$ cat config.mk
export PLATFORM = sky130hd
export DESIGN_NAME = aes_round_ctrl_flat
export DESIGN_NICKNAME = d
export VERILOG_FILES = /design/src/rtl/aes_round_ctrl_if.sv /design/src/rtl/aes_round_ctrl.sv /design/src/flat_wrapper.sv
export SDC_FILE = /design/constraint.sdc
export NUM_CORES = 1
export LEC_CHECK = 0
export ABC_AREA = 1
export BUFFER_PORTS_ARGS = -buffer_cell sky130_fd_sc_hd__buf_2
export CAP_MARGIN = 20
export CORE_AREA = 2 2 253 255
export DETAILED_ROUTE_END_ITERATION = 16
export DIE_AREA = 0 0 255 257
export SLEW_MARGIN = 15
export SYNTH_ARGS = -nofsm -noshare
export SYNTH_HDL_FRONTEND = slang
export SYNTH_SLANG_ARGS = --single-unit
$ cat constraint.sdc
create_clock -name clk -period 1.7 [get_ports clk]
set_input_delay 0.085 -clock clk [delete_from_list [all_inputs] [get_ports clk]]
set_output_delay 0.085 -clock clk [all_outputs]
set_load 0.005 [all_outputs]
$ cat src/rtl/aes_round_ctrl_if.sv
// Handshake and datapath bundle for the iterative AES round controller.
//   master : the controller side (drives in_ready, key_idx, dp_state,
//            dp_final, out_valid, out_data, busy)
//   slave  : the environment side (plaintext source, key expansion,
//            round datapath, ciphertext sink)
interface aes_round_ctrl_if #(
  parameter int DATA_WIDTH = 128
);
  logic                  in_valid;
  logic                  in_ready;
  logic [DATA_WIDTH-1:0] in_data;
  logic [3:0]            key_idx;
  logic                  key_valid;
  logic [DATA_WIDTH-1:0] round_key;
  logic [DATA_WIDTH-1:0] dp_state;
  logic                  dp_final;
  logic [DATA_WIDTH-1:0] dp_result;
  logic                  out_valid;
  logic                  out_ready;
  logic [DATA_WIDTH-1:0] out_data;
  logic                  busy;

  modport master (
    input  in_valid, in_data, key_valid, round_key, dp_result, out_ready,
    output in_ready, key_idx, dp_state, dp_final, out_valid, out_data, busy
  );

  modport slave (
    output in_valid, in_data, key_valid, round_key, dp_result, out_ready,
    input  in_ready, key_idx, dp_state, dp_final, out_valid, out_data, busy
  );
endinterface

$ cat src/rtl/aes_round_ctrl.sv
// Iterative AES encryption round controller.
// Accepts one plaintext block, applies the initial AddRoundKey, then runs
// NUM_ROUNDS iterations through an external combinational round datapath
// (mix_columns bypassed on the last round), fetching round keys by index,
// and returns the ciphertext through an output valid/ready handshake.
// Ports:
//   clk  - sole clock, rising edge
//   rst  - synchronous, active-high reset
//   bus  - aes_round_ctrl_if.master: plaintext in (in_valid/in_ready/in_data),
//          key fetch (key_idx/key_valid/round_key), round datapath
//          (dp_state/dp_final/dp_result), ciphertext out
//          (out_valid/out_ready/out_data), busy status
module aes_round_ctrl #(
  parameter int DATA_WIDTH = 128,
  parameter int NUM_ROUNDS = 10
) (
  input logic              clk,
  input logic              rst,
  aes_round_ctrl_if.master bus
);

  localparam logic [3:0] LAST_RND = 4'(NUM_ROUNDS);

  typedef enum logic [1:0] {IDLE, INIT, ROUND, DONE} fsm_t;

  fsm_t                  fsm;
  logic [3:0]            rnd;
  logic [DATA_WIDTH-1:0] state;

  // Output flops are loaded with the decode of the next FSM state, so every
  // output is a pure register with no path from in_valid or out_ready.
  logic       in_ready_q;
  logic       out_valid_q;
  logic       busy_q;
  logic       dp_final_q;
  logic [3:0] key_idx_q;

  assign bus.in_ready  = in_ready_q;
  assign bus.out_valid = out_valid_q;
  assign bus.busy      = busy_q;
  assign bus.dp_final  = dp_final_q;
  assign bus.key_idx   = key_idx_q;
  assign bus.dp_state  = state;
  assign bus.out_data  = state;

  always_ff @(posedge clk) begin
    if (rst) begin
      fsm         <= IDLE;
      state       <= '0;
      rnd         <= '0;
      in_ready_q  <= 1'b1;
      out_valid_q <= 1'b0;
      busy_q      <= 1'b0;
      dp_final_q  <= 1'b0;
      key_idx_q   <= '0;
    end else begin
      case (fsm)
        IDLE: begin
          // in_ready is high throughout IDLE, so in_valid alone completes it
          if (bus.in_valid) begin
            state      <= bus.in_data;
            rnd        <= '0;
            fsm        <= INIT;
            in_ready_q <= 1'b0;
            busy_q     <= 1'b1;
            key_idx_q  <= '0;
          end
        end
        INIT: begin
          if (bus.key_valid) begin
            state      <= state ^ bus.round_key;
            rnd        <= 4'd1;
            fsm        <= ROUND;
            key_idx_q  <= 4'd1;
            dp_final_q <= (LAST_RND == 4'd1);
          end
        end
        ROUND: begin
          // a missing key stalls everything, including the key index
          if (bus.key_valid) begin
            state <= bus.dp_result ^ bus.round_key;
            if (rnd == LAST_RND) begin
              fsm         <= DONE;
              key_idx_q   <= '0;
              dp_final_q  <= 1'b0;
              out_valid_q <= 1'b1;
            end else begin
              rnd        <= rnd + 4'd1;
              key_idx_q  <= rnd + 4'd1;
              dp_final_q <= ((rnd + 4'd1) == LAST_RND);
            end
          end
        end
        DONE: begin
          // key_idx sits at 0 here so key expansion can prefetch round 0
          if (bus.out_ready) begin
            fsm         <= IDLE;
            out_valid_q <= 1'b0;
            in_ready_q  <= 1'b1;
            busy_q      <= 1'b0;
          end
        end
      endcase
    end
  end

endmodule
$ cat src/flat_wrapper.sv
// flat-port wrapper written by rule: the top's interface ports become plain ports
module aes_round_ctrl_flat 
#(
  parameter int DATA_WIDTH = 128,
  parameter int NUM_ROUNDS = 10
)
  (clk, rst, bus_in_valid, bus_in_data, bus_key_valid, bus_round_key, bus_dp_result, bus_out_ready, bus_in_ready, bus_key_idx, bus_dp_state, bus_dp_final, bus_out_valid, bus_out_data, bus_busy);
  aes_round_ctrl_if #(.DATA_WIDTH(DATA_WIDTH)) bus_i ();
  input logic clk;
  input logic rst;
  input wire logic [$bits(bus_i.in_valid)-1:0] bus_in_valid;
  input wire logic [$bits(bus_i.in_data)-1:0] bus_in_data;
  input wire logic [$bits(bus_i.key_valid)-1:0] bus_key_valid;
  input wire logic [$bits(bus_i.round_key)-1:0] bus_round_key;
  input wire logic [$bits(bus_i.dp_result)-1:0] bus_dp_result;
  input wire logic [$bits(bus_i.out_ready)-1:0] bus_out_ready;
  output wire logic [$bits(bus_i.in_ready)-1:0] bus_in_ready;
  output wire logic [$bits(bus_i.key_idx)-1:0] bus_key_idx;
  output wire logic [$bits(bus_i.dp_state)-1:0] bus_dp_state;
  output wire logic [$bits(bus_i.dp_final)-1:0] bus_dp_final;
  output wire logic [$bits(bus_i.out_valid)-1:0] bus_out_valid;
  output wire logic [$bits(bus_i.out_data)-1:0] bus_out_data;
  output wire logic [$bits(bus_i.busy)-1:0] bus_busy;
  assign bus_i.in_valid = bus_in_valid;
  assign bus_i.in_data = bus_in_data;
  assign bus_i.key_valid = bus_key_valid;
  assign bus_i.round_key = bus_round_key;
  assign bus_i.dp_result = bus_dp_result;
  assign bus_i.out_ready = bus_out_ready;
  assign bus_in_ready = bus_i.in_ready;
  assign bus_key_idx = bus_i.key_idx;
  assign bus_dp_state = bus_i.dp_state;
  assign bus_dp_final = bus_i.dp_final;
  assign bus_out_valid = bus_i.out_valid;
  assign bus_out_data = bus_i.out_data;
  assign bus_busy = bus_i.busy;
  aes_round_ctrl #(.DATA_WIDTH(DATA_WIDTH), .NUM_ROUNDS(NUM_ROUNDS)) u_core (.clk(clk), .rst(rst), .bus(bus_i));
endmodule
# Word level (Yosys, flattened, before mapping)
# Cells that the tools add are included.
[totals]
inputBits = 389
elab_cells = 64
register_bits = 142
output_inout_bits = 264
[op_classes]
n_mux = 31
n_reduce_logical = 11
bitwise_logic = 2
n_eq_ne = 11
addsub = 1
[op_table]
columns = ["operator", "n"]
rows = [
  ["two-way mux 128 bit", 3],
  ["one-hot mux 128 bit (3 select lines)", 1],
  ["XOR 128 bit", 2],
  ["two-way mux 4 bit", 6],
  ["one-hot mux 4 bit (3 select lines)", 2],
  ["two-way mux 2 bit", 5],
  ["!= test 2 bit, second input constant", 5],
  ["AND reduction 5 bit", 2],
  ["two-way mux 1 bit", 9],
  ["== test 4 bit, second input constant", 2],
  ["one-hot mux 1 bit (2 select lines)", 4],
  ["one-hot mux 2 bit (4 select lines)", 1],
  ["AND reduction 4 bit", 2],
  ["AND reduction 3 bit", 2],
  ["nonzero test 2 bit", 3],
  ["adder 4 x 1 -> 4 bit, second input constant", 1],
  ["== test 2 bit, second input constant", 2],
  ["nonzero test 3 bit", 1],
  ["== test 2 x 1 -> 1 bit, second input constant", 1],
  ["logical NOT 2 bit", 1],
  ["!= test 2 x 1 -> 1 bit, second input constant", 1],
]

# Logic depth before layout (Yosys ltp)
# Gate-level depths: netlist (run 1).
[logic_depth]
word_depth = 5
ltp_mapped = 12
depth_no_buf = 9

# Least setup slack after synthesis (run 1)
# Ideal clock, no wire load.
[synth_path]
kind = "reg-to-reg"
start = "register u_core.fsm[0]"
end = "register u_core.state[86] (netlist: u_core.bus.dp_state[86])"
path_stages_with_launch = 9
n_path_buf = 3
t_required_ns = 1.568
synth_period_minus_slack_ns = 1.696
setup_slack_ns = 0.004
t_arrival_ns = 1.564
path_cell_list = "dfxtp_1 -> inv_1 -> ha_1 -> buf_2 -> clkbuf_1 -> clkbuf_1 -> nand3_1 -> nand2_1 -> a21oi_1"
[synth_via]
elab_chain_len = 3
word_cells_on_any_way = 9
cone_classes = "eq/ne: 5; mux: 1; reduce/logical: 3"
[synth_lines]
columns = ["item", "line_no", "text"]
rows = [
  ["start: declaration", "aes_round_ctrl.sv:26", "fsm_t fsm;"],
  ["start signal: assignment", "aes_round_ctrl.sv:48", "fsm <= IDLE;"],
  ["start signal: assignment", "aes_round_ctrl.sv:63", "fsm <= INIT;"],
  ["start signal: assignment", "aes_round_ctrl.sv:73", "fsm <= ROUND;"],
  ["== test 2 bit (tied with other cells)", "aes_round_ctrl.sv:57", "case (fsm)"],
  ["!= test 2 bit (no source line) or nonzero test 3 bit (tied branches)", "n/a", ""],
  ["AND reduction 4 bit (no source line)", "n/a", ""],
  ["end signal: assignment", "aes_round_ctrl.sv:61", "state <= bus.in_data;"],
  ["end signal: assignment", "aes_round_ctrl.sv:71", "state <= state ^ bus.round_key;"],
  ["end signal: assignment", "aes_round_ctrl.sv:81", "state <= bus.dp_result ^ bus.round_key;"],
  ["end: declaration", "aes_round_ctrl.sv:28", "logic [DATA_WIDTH-1:0] state;"],
]
# Several ways; a longest one is shown, not always the timed one.
# A chain may end at the register's enable or synchronous reset.

# Worst setup path after layout (run 1)
[layout_path]
start = "register u_core.fsm[1]"
end = "register u_core.state[51] (netlist: u_core.bus.dp_state[51])"
# The elaborated chain is that of the path after synthesis.

==> metrics.md, run 1 <==
| Metric | Value |
|---|---|
| Residual DRC count | `0` |
| Avg WL per Cell | `around 14 um` |
| Largest net degree at the start of global routing | `70` |
| Maximum clock frequency | `between 500 and 600 MHz` |
| Initial antenna violation count | `1` |
| Tightest Pin Transition | `439 ps` |
| Failing checks | `negative setup slack` |
| Post-place instance area | `about 0.015 mm^2` |
| Setup Skew | `between 10 and 15 ps` |
| Post-DP HPWL | `around 35,000 um` |
| Warning count from the yosys run | `0` |
| Layout cells sized above 1 | `30.8%` |
| Die Area | `about 0.066 mm^2` |
| Number of global-route vias before repair | `14,100` |
| Horiz. Die Dim | `255 um` |
| Synth Register Bits | `between 100 and 150` |
| Ant diodes | `0` |
| Crit path required time | `2040 ps` |
| First-pass GRT wire length | `roughly 73,000 um` |
| Most frequent cells after synthesis | `nand2_1, nor2_1, nand3_1` |
| Pre-Repair DR Iteration Count | `7` |
| Cells after synthesis | `2,025` |
| Finished Cell Area | `a little under 0.02 mm^2` |
| Cell variety after synth | `23` |
| Clock buffer depth | `2` |
| Peak VDD IR | `around 0.7 mV` |
| Final setup fails | `60` |
| Mapped Area | `~0.011 mm^2` |
| Initial Util | `roughly 18%` |
| Final hold violations | `0` |
| Post-synth top flop | `dfxtp_1` |
| Clock slew at reported path FFs | `~70 ps` |
| Synth area leader | `nand2_1` |
| Worst hold path type | `in -> reg` |
| CP endpoint kind | `flop` |
| Routed WL | `52,400 um` |
| Synth async-reset ratio | `0%` |
| Slew HR | `70.7%` |
| Final Util | `30.9%` |
| Post-route ant nets | `0` |
| Post-synth EDFFs | `0` |
| Port bufs | `between 600 and 700` |
| Via density | `4.18` |
| Crit start category | `flop` |
| Via count | `between 15,000 and 20,000` |
| CTS Buf Count | `17` |
| Most frequent cell after synthesis | `nand2_1` |
| Max-Cap Viols | `0` |
| Max Slew Vio Count | `0` |
| CTS tree | `yes` |
| Crit share post-route | `105%` |
| Core area | `between 0.06 and 0.07 mm^2` |
| Area growth syn-to-layout | `72.8%` |
| Drt initial violations | `1,061` |
| Synth Net Count | `2,422` |
| Area contributors post-synth | `nand2_1, dfxtp_1, nand3_1` |
| Fin nets | `approximately 3,300` |
| I/O Pins | `around 650` |
| Leak pwr | `between 0.01 and 0.015 uW` |
| H-tree depth | `4` |
| Grt total ovfl | `0` |
| DIE HEIGHT | `257 um` |
| Power Density | `1500 mW/mm^2` |
| # rows | `around 90` |
| Post-synth top area share | `26.8%` |
| Critical-path maximum fanout | `7` |
| Clock sinks | `142` |
| CP arrival | `2130 ps` |
| Fin crit period | `1790 ps` |
| Syn Area/Cell | `around 5.5 um^2` |
| Crit Path Category | `reg -> reg` |
| RSZ-0062 raised after global routing | `true` |
| Sequential-to-total area share from yosys stat | `25.4%` |
| GRT Total Usage | `between 10% and 20%` |
| Worst skew pair latency | `approximately 470 ps` |
| Outcome | `finished, violations left` |
| Final Wtd Congestion | `0.845` |
| Root buffer cell | `clkbuf_16` |
| Worst setup margin | `-87.3 ps` |
==> worst max-delay path, cell delays in order (launching register included) <==
cell       delay [ps]
dfxtp_2           330
buf_6             120
ha_4              190
buf_4             150
buf_12            140
buf_12            130
clkbuf_16         170
nand2_1           110
nand2_1            70
nand2_1            60
nand3_1            60
nand2_1            70
a21oi_1            50
==> per-stage QoR <==
stage | std cells | setup TNS, ps | total power, uW | hold WS [ps] | setup slack [ps]
2_1_floorplan | 2025 | 0 | 16000 | 342 | 3.81
3_3_place_gp | 3380 | -1240 | 20900 | 352 | -48.7
3_5_place_dp | 3380 | -4800 | 21000 | 357 | -97.3
4_1_cts | 3685 | -1420 | 26700 | 0.236 | -53.1
5_1_grt | 3720 | -12930 | 31700 | 20.7 | -175
6_report | 3720 | -1110 | 29000 | 42.0 | -87.3
==> where the power goes <==
part	switching, uW	leakage, uW	internal, uW
Combinational	10200	0.00889	8930
Clock	1740	0.000306	2420
Sequential	1260	0.00117	4440
==> area by class of cell <==
cell class	count	area [um^2]
Timing Repair Buffer	1044	7690
Multi-Input combinational cell	1508	6570
Fill cell	6717	43400
Clock buffer	19	453
Tap cell	846	1060
Inverter	148	558
Clock inverter	13	176
Sequential cell	142	2850
==> layer usage <==
| layer | wire length (um) | part of all wire (%) | vias up | track usage [%] |
|---|---|---|---|---|
| met2 | 25500 | 49 | 566 | 24.8 |
| met5 | 13 | 0.025 | - | 0 |
| met1 | 21500 | 41 | 7005 | 15.4 |
| li1 | - | - | 7857 | - |
| met4 | 2130 | 4.1 | 2 | 7.41 |
| met3 | 3210 | 6.1 | 102 | 3.83 |
==> cell families after synthesis <==
kind of cell	Yosys count	synth area share (%)
AND/OR/NAND/NOR	1356	48.7
buffers and inverters	377	18.6
AO/OA/AOI/OAI	142	6.38
flip-flops	142	25.4
adder cells (fa/ha/maj)	8	0.894
==> timing repair <==
action,in CTS,in global routing
pin swaps,2,19
setup endpoints to repair,132,136
setup buffers,4,17
gates resized for setup,21,99
hold buffers,264,0
endpoints found under the hold margin,132,0
gates cloned,5,18
==> worst paths after layout <==
check                           start                       end  slack (ps)  cells past startpoint
hold reg to reg   u_core.bus.dp_final       u_core.bus.dp_final         480                      2
setup reg to reg        u_core.fsm[1]   u_core.bus.dp_state[51]         -90                     12
hold / removal     bus_dp_result[101]  u_core.bus.dp_state[101]          40                      6
setup / recovery        u_core.fsm[1]   u_core.bus.dp_state[51]         -90                     12
==> state kept, by name, summed over array words and instances, names as in the netlist <==
register              cells
u_core.fsm                2
u_core.bus.key_idx        4
u_core.bus.in_ready       1
u_core.bus.busy           1
u_core.bus.dp_final       1
u_core.rnd                4
u_core.bus.out_valid      1
u_core.bus.dp_state     128
==> cell usage in the layout, fill, tap and decap left out, types with 3 or more instances in the layout <==
cell type and n:
nand3_1 263, clkbuf_16 32, inv_1 143, buf_4 64
nand4_1 5, nor2_2 11, nor2_4 3, nand2_1 771
buf_12 27, nand3_2 3, clkinv_4 4, bufinv_16 3
ha_1 4, nand2_8 3, buf_2 651, dlygate4sd3_1 264
buf_16 7, a21oi_1 125, dfxtp_1 140, buf_8 6
buf_6 10, inv_2 3, inv_6 5, nand2_4 6
o21ai_0 4, nand2_2 24, a21oi_2 12, nor2_1 265
No activity file was read; power rests on OpenSTA's default activity.
==> run 2, diff against run 1 <==
- PLACE_DENSITY_LB_ADDON: not set -> 0.15
==> run 2 against run 1 <==
Effect of this change:
- the run still ends with negative setup slack left
- critical path depth shrank 1
- clock skew shrank 1.7 ps
- combinational power shrank 5%
- die area is the same
- design area shrank 2.3%
- worst hold slack lost 17 ps
- clock power is essentially flat
- power shrank 2.8%
- register-to-register slack gained 70 ps
- global-route usage grew 1.2 points
- highest routed layer unchanged
- first-iteration DRC count shrank 45%
- largest cell class unchanged
==> metrics.md, run 2 (synthesized netlist as in run 1, its figures left out) <==
| Metric | Value |
|---|---|
| Outcome | `finished, violations left (unchanged)` |
| Failing checks | `negative setup slack (unchanged)` |
| DIE HEIGHT | `257 um (unchanged)` |
| FF-to-FF End | `u_core.bus.dp_state[80] (was u_core.bus.dp_state[51])` |
| CTS tree | `yes (unchanged)` |
| Max-Cap Viols | `0 (unchanged)` |
| Hold endpoint | `u_core.bus.dp_state[126] (was u_core.bus.dp_state[101])` |
| Crit path required time | `2100 ps (was 2040 ps)` |
| Port bufs | `652 (unchanged)` |
| # rows | `92 (unchanged)` |
| Setup slack, reg-to-reg | `-20 ps (was -90 ps)` |
| Via count | `15,000 (was 15,500)` |
| Largest net degree at the start of global routing | `68 (was 70)` |
| Initial antenna violation count | `5 (was 1)` |
| Max Slew Vio Count | `0 (unchanged)` |
| Fillers | `7,009 (was 6,717)` |
| Crit path buf inv count | `5 (unchanged)` |
| CP endpoint kind | `flop (unchanged)` |
| Worst hold start | `bus_in_data[126] (was bus_dp_result[101])` |
| First-pass GRT wire length | `78,400 um (was 72,800 um)` |
| Clock sinks | `142 (unchanged)` |
| Crit-path slowest cell | `dfxtp_4 (was dfxtp_2)` |
| Peak VDD IR | `0.792 mV (was 0.715 mV)` |
| Ant diodes | `0 (unchanged)` |
| Worst skew pair latency | `470 ps (about the same)` |
| Area growth syn-to-layout | `68.9% (was 72.8%)` |
| CP Depth | `11 (was 12)` |
| Final Wtd Congestion | `0.807 (was 0.845)` |
| Post-place instance area | `0.0148 mm^2 (was 0.0149 mm^2)` |
| Root buffer cell | `clkbuf_16 (unchanged)` |
| Tot Pwr | `28,200 uW (was 29,000 uW)` |
| Fin crit period | `1720 ps (was 1790 ps)` |
| Maximum clock frequency | `582 MHz (was 559 MHz)` |
| Die Area | `0.0655 mm^2 (unchanged)` |
| Slew HR | `69.8% (was 70.7%)` |
| Power Density | `1490 mW/mm^2 (was 1500 mW/mm^2)` |
| GRT Total Usage | `15.3% (was 14.1%)` |
| Post-DP HPWL | `38,000 um (was 34,800 um)` |
| Max incr delay on CP | `360 ps (was 330 ps)` |
| Max reg flops | `128 (unchanged)` |
| CP arrival | `2120 ps (was 2130 ps)` |
| I/O Pins | `653 (unchanged)` |
| Horiz. Die Dim | `255 um (unchanged)` |
| Grt total ovfl | `0 (unchanged)` |
| Finished Cell Area | `0.0189 mm^2 (was 0.0194 mm^2)` |
| Residual DRC count | `0 (unchanged)` |
| Initial Util | `17.9% (unchanged)` |
| Number of global-route vias before repair | `14,600 (was 14,100)` |
| Final hold violations | `0 (unchanged)` |
| H-tree depth | `4 (unchanged)` |
| Tightest Pin Transition | `453 ps (was 439 ps)` |
| Crit path top cell by count | `buf_12 (was nand2_1)` |
| Layout cells sized above 1 | `30.9% (was 30.8%)` |
| Crit share post-route | `101% (was 105%)` |
| Top cell family by delay on the critical path | `buffers and inverters (unchanged)` |
| Worst Setup SP | `u_core.fsm[1] (unchanged)` |
| Setup Skew | `10.2 ps (was 11.9 ps)` |
| RSZ-0062 raised after global routing | `true (unchanged)` |
| Worst hold path type | `in -> reg (unchanged)` |
| Critical-path maximum fanout | `12 (was 7)` |
| Worst r2r src | `u_core.fsm[1] (unchanged)` |
| Commonest non-fill, non-tap cell in the layout | `nand2_1 (unchanged)` |
| Worst setup margin | `-19.4 ps (was -87.3 ps)` |
| Hold path cells | `5 (was 6)` |
| Routed WL | `52,500 um (was 52,400 um)` |
| Pre-Repair DR Iteration Count | `5 (was 7)` |
| Crit Path Category | `reg -> reg (unchanged)` |
| Reg2Reg Depth | `11 (was 12)` |
| Most frequent cells in the layout | `nand2_1, buf_2, nand3_1, dlygate4sd3_1, nor2_1 (was nand2_1, buf_2, nor2_1, dlygate4sd3_1, nand3_1)` |
| Clock buffer depth | `2 (unchanged)` |
| Core area | `0.0627 mm^2 (unchanged)` |
| Crit start category | `flop (unchanged)` |
| Via density | `4.10 (was 4.18)` |
| Post-route ant nets | `0 (unchanged)` |
| Crit path cell chain | `buf_4, ha_4, nor2_4, buf_12, buf_12, nand2_8, buf_12, buf_12, nor2_1, nand2_1, a21oi_2 (was buf_6, ha_4, buf_4, buf_12, buf_12, clkbuf_16, nand2_1, nand2_1, nand2_1, nand3_1, nand2_1, a21oi_1)` |
| Clock slew at reported path FFs | `60 ps (was 70 ps)` |
| Final setup fails | `19 (was 60)` |
| Drt initial violations | `588 (was 1,061)` |
| Leak pwr | `0.0100 uW (was 0.0104 uW)` |
| Avg WL per Cell | `14.3 um (was 14.1 um)` |
| CTS Buf Count | `17 (unchanged)` |
| Pre-CTS worst setup slack | `-108 ps (was -97.3 ps)` |
| Fin nets | `3,209 (was 3,258)` |
-- run 2: worst max-delay path by stage --
stage,slack [ps],end
after global routing,-110,u_core.bus.dp_state[46]
after global placement,-6,u_core.bus.dp_state[65]
after detailed placement,-110,u_core.bus.dp_state[41]
final,-20,u_core.bus.dp_state[80]
after CTS,-40,u_core.bus.dp_state[65]
after floorplan,4,u_core.bus.dp_state[86]
-- run 2: area by class of cell --
class                           instances  area, um^2  share of cell area, %
Tap cell                              846        1060                   5.60
Clock inverter                         10         160                  0.847
Multi-Input combinational cell       1508        6700                   35.4
Inverter                              148         563                   2.98
Timing Repair Buffer                  995        7110                   37.6
Sequential cell                       142        2850                   15.1
Clock buffer                           22         474                   2.51
-- run 2: worst reg2reg max path: stages, from the launching register on --
cell and delay (ps):
dfxtp_4 360, buf_4 150, ha_4 160, nor2_4 130, buf_12 120, buf_12 110
nand2_8 70, buf_12 140, buf_12 140, nor2_1 90, nand2_1 70, a21oi_2 110
-- run 2: report_power, final --
group / switching [uW] / internal, uW / total (uW)
sequential: 1290 / 4450 / 5740
clock: 1620 / 2560 / 4190
combinational: 10000 / 8250 / 18300
-- run 2: routing by layer --
layer	routed length (um)	track usage [%]	part of all wire [%]	vias to the layer above
met2	27000	28.0	51	416
met4	1210	5.38	2.3	10
li1	-	-	-	7754
met5	66	0	0.13	-
met1	21400	17.0	41	6783
met3	2860	3.79	5.4	78
-- run 2: through the flow --
stage	hold WS, ps	util, %	cells	setup TNS, ps
after CTS	0.644	29.2	3661	-788
final	25.2	30.1	3671	-135
after floorplan	342	-	2025	0
after global routing	40.8	30.1	3671	-8060
after detailed placement	379	23.6	3360	-3490
after global placement	383	23.6	3360	-5.90
-- run 2: repair_timing --
action / in CTS / in global routing
resized for setup: 21 / 123
hold buffers: 257 / 0
pin swaps: 3 / 6
buffers inserted: 6 / 5
gates cloned: 6 / 6
hold endpoints to repair: 131 / 0
setup endpoints to repair: 121 / 131
==> run 3, diff against run 2 <==
- ABC_AREA: 1 -> not set
- CORE_AREA: 2 2 253 255 -> 2 2 250 252
- DIE_AREA: 0 0 255 257 -> 0 0 252 254
==> run 3 against run 2 <==
Effect of this change:
- the flow still finishes with violations (negative setup slack)
- die area fell by 2.3%
- final cell count is 28% lower
- power is 15% higher
- sequential share of layout area rose by 1.8 points
- largest power group unchanged
==> metrics.md, run 3 <==
| Metric | Value |
|---|---|
| Crit start category | `flop (unchanged)` |
| Number of global-route vias before repair | `10,300 (was 14,600)` |
| Worst skew pair latency | `460 ps (was 470 ps)` |
| Reg2Reg Depth | `10 (was 11)` |
| First-pass GRT wire length | `58,100 um (was 78,400 um)` |
| Setup Skew | `9.91 ps (was 10.2 ps)` |
| I/O Pins | `653 (unchanged)` |
| RSZ-0062 raised after global routing | `true (unchanged)` |
| Crit path required time | `2030 ps (was 2100 ps)` |
| Worst setup margin | `-270 ps (was -19.4 ps)` |
| Post-DP HPWL | `31,400 um (was 38,000 um)` |
| Critical-path maximum fanout | `12 (unchanged)` |
| Clock sinks | `142 (unchanged)` |
| Worst hold path type | `in -> reg (unchanged)` |
| Mapped Area | `0.00980 mm^2 (was 0.0112 mm^2)` |
| Finished Cell Area | `0.0169 mm^2 (was 0.0189 mm^2)` |
| Worst Setup SP | `u_core.fsm[1] (unchanged)` |
| Failing checks | `negative setup slack (unchanged)` |
| Synth area leader | `dfxtp_1 (was nand2_1)` |
| Commonest non-fill, non-tap cell in the layout | `buf_2 (was nand2_1)` |
| Area contributors post-synth | `dfxtp_1, mux2i_1, xnor2_1 (was nand2_1, dfxtp_1, nand3_1)` |
| Cell variety after synth | `34 (was 23)` |
| Sequential-to-total area share from yosys stat | `29.0% (was 25.4%)` |
| Initial antenna violation count | `0 (was 5)` |
| Cells after synthesis | `1,070 (was 2,025)` |
| Synth async-reset ratio | `0% (unchanged)` |
| CTS tree | `yes (unchanged)` |
| Final hold violations | `0 (unchanged)` |
| H-tree depth | `4 (unchanged)` |
| Via count | `10,300 (was 15,000)` |
| Outcome | `finished, violations left (unchanged)` |
| Root buffer cell | `clkbuf_16 (unchanged)` |
| Final Util | `27.7% (was 30.1%)` |
| CP arrival | `2300 ps (was 2120 ps)` |
| Drt initial violations | `245 (was 588)` |
| Warning count from the yosys run | `0 (unchanged)` |
| Setup TNS | `-26,300 ps (was -135 ps)` |
| Max-Cap Viols | `0 (unchanged)` |
| Worst hold start | `bus_round_key[31] (was bus_in_data[126])` |
| Post-synth top flop | `dfxtp_1 (unchanged)` |
| Initial Util | `16.0% (was 17.9%)` |
| Max Slew Vio Count | `0 (unchanged)` |
| Leak pwr | `0.00756 uW (was 0.0100 uW)` |
| Pre-Repair DR Iteration Count | `4 (was 5)` |
| Power Density | `1910 mW/mm^2 (was 1490 mW/mm^2)` |
| Most frequent cell after synthesis | `mux2i_1 (was nand2_1)` |
| Hold endpoint | `u_core.bus.dp_state[31] (was u_core.bus.dp_state[126])` |
| Syn Area/Cell | `9.15 um^2 (was 5.53 um^2)` |
| Setup slack, reg-to-reg | `-270 ps (was -20 ps)` |
| Final setup fails | `136 (was 19)` |
| Multi-input gate area | `0.00589 mm^2 (was 0.00670 mm^2)` |
| Synth Register Bits | `142 (unchanged)` |
| Fillers | `6,590 (was 7,009)` |
| Clock slew at reported path FFs | `70 ps (was 60 ps)` |
| Fin crit period | `1970 ps (was 1720 ps)` |
| Crit Path Category | `reg -> reg (unchanged)` |
| Post-place instance area | `0.0137 mm^2 (was 0.0148 mm^2)` |
| Most frequent cells after synthesis | `mux2i_1, dfxtp_1, nor2_1 (was nand2_1, nor2_1, nand3_1)` |
| Hold path cells | `4 (was 5)` |
| CTS Buf Count | `17 (unchanged)` |
| Residual DRC count | `0 (unchanged)` |
| Post-route ant nets | `0 (unchanged)` |
| Grt total ovfl | `0 (unchanged)` |
| Fin nets | `2,227 (was 3,209)` |
| Peak VDD IR | `0.831 mV (was 0.792 mV)` |
| Crit share post-route | `116% (was 101%)` |
| Worst r2r src | `u_core.fsm[1] (unchanged)` |
| Layout cells sized above 1 | `45.6% (was 30.9%)` |
| Post-synth top area share | `29.0% (was 26.8%)` |
| Seq. cell area | `0.00285 mm^2 (about the same)` |
| Tightest Pin Transition | `395 ps (was 453 ps)` |
| GRT Total Usage | `11.8% (was 15.3%)` |
| Clock buffer depth | `2 (unchanged)` |
| Largest net degree at the start of global routing | `68 (unchanged)` |
| CP endpoint kind | `flop (unchanged)` |
| Slew HR | `73.6% (was 69.8%)` |
| FF-to-FF End | `u_core.bus.dp_state[83] (was u_core.bus.dp_state[80])` |
| Via density | `3.90 (was 4.10)` |
| Maximum clock frequency | `508 MHz (was 582 MHz)` |
| Final Wtd Congestion | `0.742 (was 0.807)` |
| Horiz. Die Dim | `252 um (was 255 um)` |
| Routed WL | `41,500 um (was 52,500 um)` |
| Core area | `0.0613 mm^2 (was 0.0627 mm^2)` |
| Port bufs | `652 (unchanged)` |
| Avg WL per Cell | `15.8 um (was 14.3 um)` |
| Die Area | `0.0640 mm^2 (was 0.0655 mm^2)` |
| Synth Net Count | `1,467 (was 2,422)` |
| Area growth syn-to-layout | `73.0% (was 68.9%)` |
| Most frequent cells in the layout | `buf_2, mux2i_1, dlygate4sd3_1, dfxtp_1, nor2_1 (was nand2_1, buf_2, nand3_1, dlygate4sd3_1, nor2_1)` |
| Post-synth EDFFs | `0 (unchanged)` |
| # rows | `91 (was 92)` |
| Max reg flops | `128 (unchanged)` |
| DIE HEIGHT | `254 um (was 257 um)` |
run 3: final cells by class:
cell class	count	share of cell area, %
tap	790	5.83
timing repair buffer	944	38.7
clock inverter	12	0.945
sequential	142	16.8
inverter	7	0.170
multi-input combinational	718	34.7
antenna	2	0.0295
clock buffer	20	2.75
run 3: through the flow:
step                std cells  power [uW]  hold WS, ps  worst slack [ps]
floorplan                1070       19400          256              -232
global placement         2391       25800          423              -241
detailed placement       2391       25900          433              -252
CTS                      2615       31200        0.632              -219
global route             2633       35000         17.2              -338
finish                   2635       32300         40.0              -270
run 3: routing by layer:
layer	vias to the layer above	track usage (%)	part of all wire, %	routed length (um)
li1	5154	-	-	-
met1	4785	13.3	41	17000
met2	311	21.6	53	22000
met3	31	3.11	5.0	2060
met4	0	3.75	1.3	522
met5	-	0	0	0
run 3: critical path, stage by stage (launching register included):
cell,delay [ps]
dfxtp_2,340
buf_6,110
ha_4,180
o21ba_4,220
nor3_4,250
buf_6,140
buf_12,130
buf_12,150
buf_12,110
buf_16,120
a211oi_1,70
run 3: what timing repair did:
action,4_1_cts,5_1_grt
setup buffers,1,11
cloned,3,8
hold buffers,188,0
pin swaps,6,32
resized for setup,21,72
hold endpoints to repair,140,0
endpoints found under the setup margin,138,139
run 3: how the worst max path moves through the flow:
| stage | to | slack, ps | cells past startpoint |
|---|---|---|---|
| final | u_core.bus.dp_state[83] | -270 | 10 |
| after floorplan | u_core.bus.key_idx[2] | -230 | 7 |
| after detailed placement | u_core.bus.dp_state[86] | -250 | 8 |
| after CTS | u_core.bus.key_idx[2] | -220 | 6 |
| after global routing | u_core.bus.dp_state[94] | -340 | 10 |
| after global placement | u_core.bus.key_idx[2] | -240 | 6 |
run 3: power breakdown:
part / internal [uW] / switching [uW]
clock: 2430 / 1670
combinational: 11600 / 9630
sequential: 5000 / 2010
run 3: cell families (layout without fill, tap and decap cells):
kind of cell / after synthesis / count (layout) / share of synthesized area, %
XOR/XNOR: 129 / 129 / 11.5
other: 0 / 2 / 0
adder cells (fa/ha/maj): 8 / 8 / 1.02
buffers and inverters: 210 / 983 / 13.4
multiplexers: 259 / 259 / 26.5
AO/OA/AOI/OAI: 153 / 153 / 11.5
flip-flops: 142 / 142 / 29.0
AND/OR/NAND/NOR: 169 / 169 / 7.08
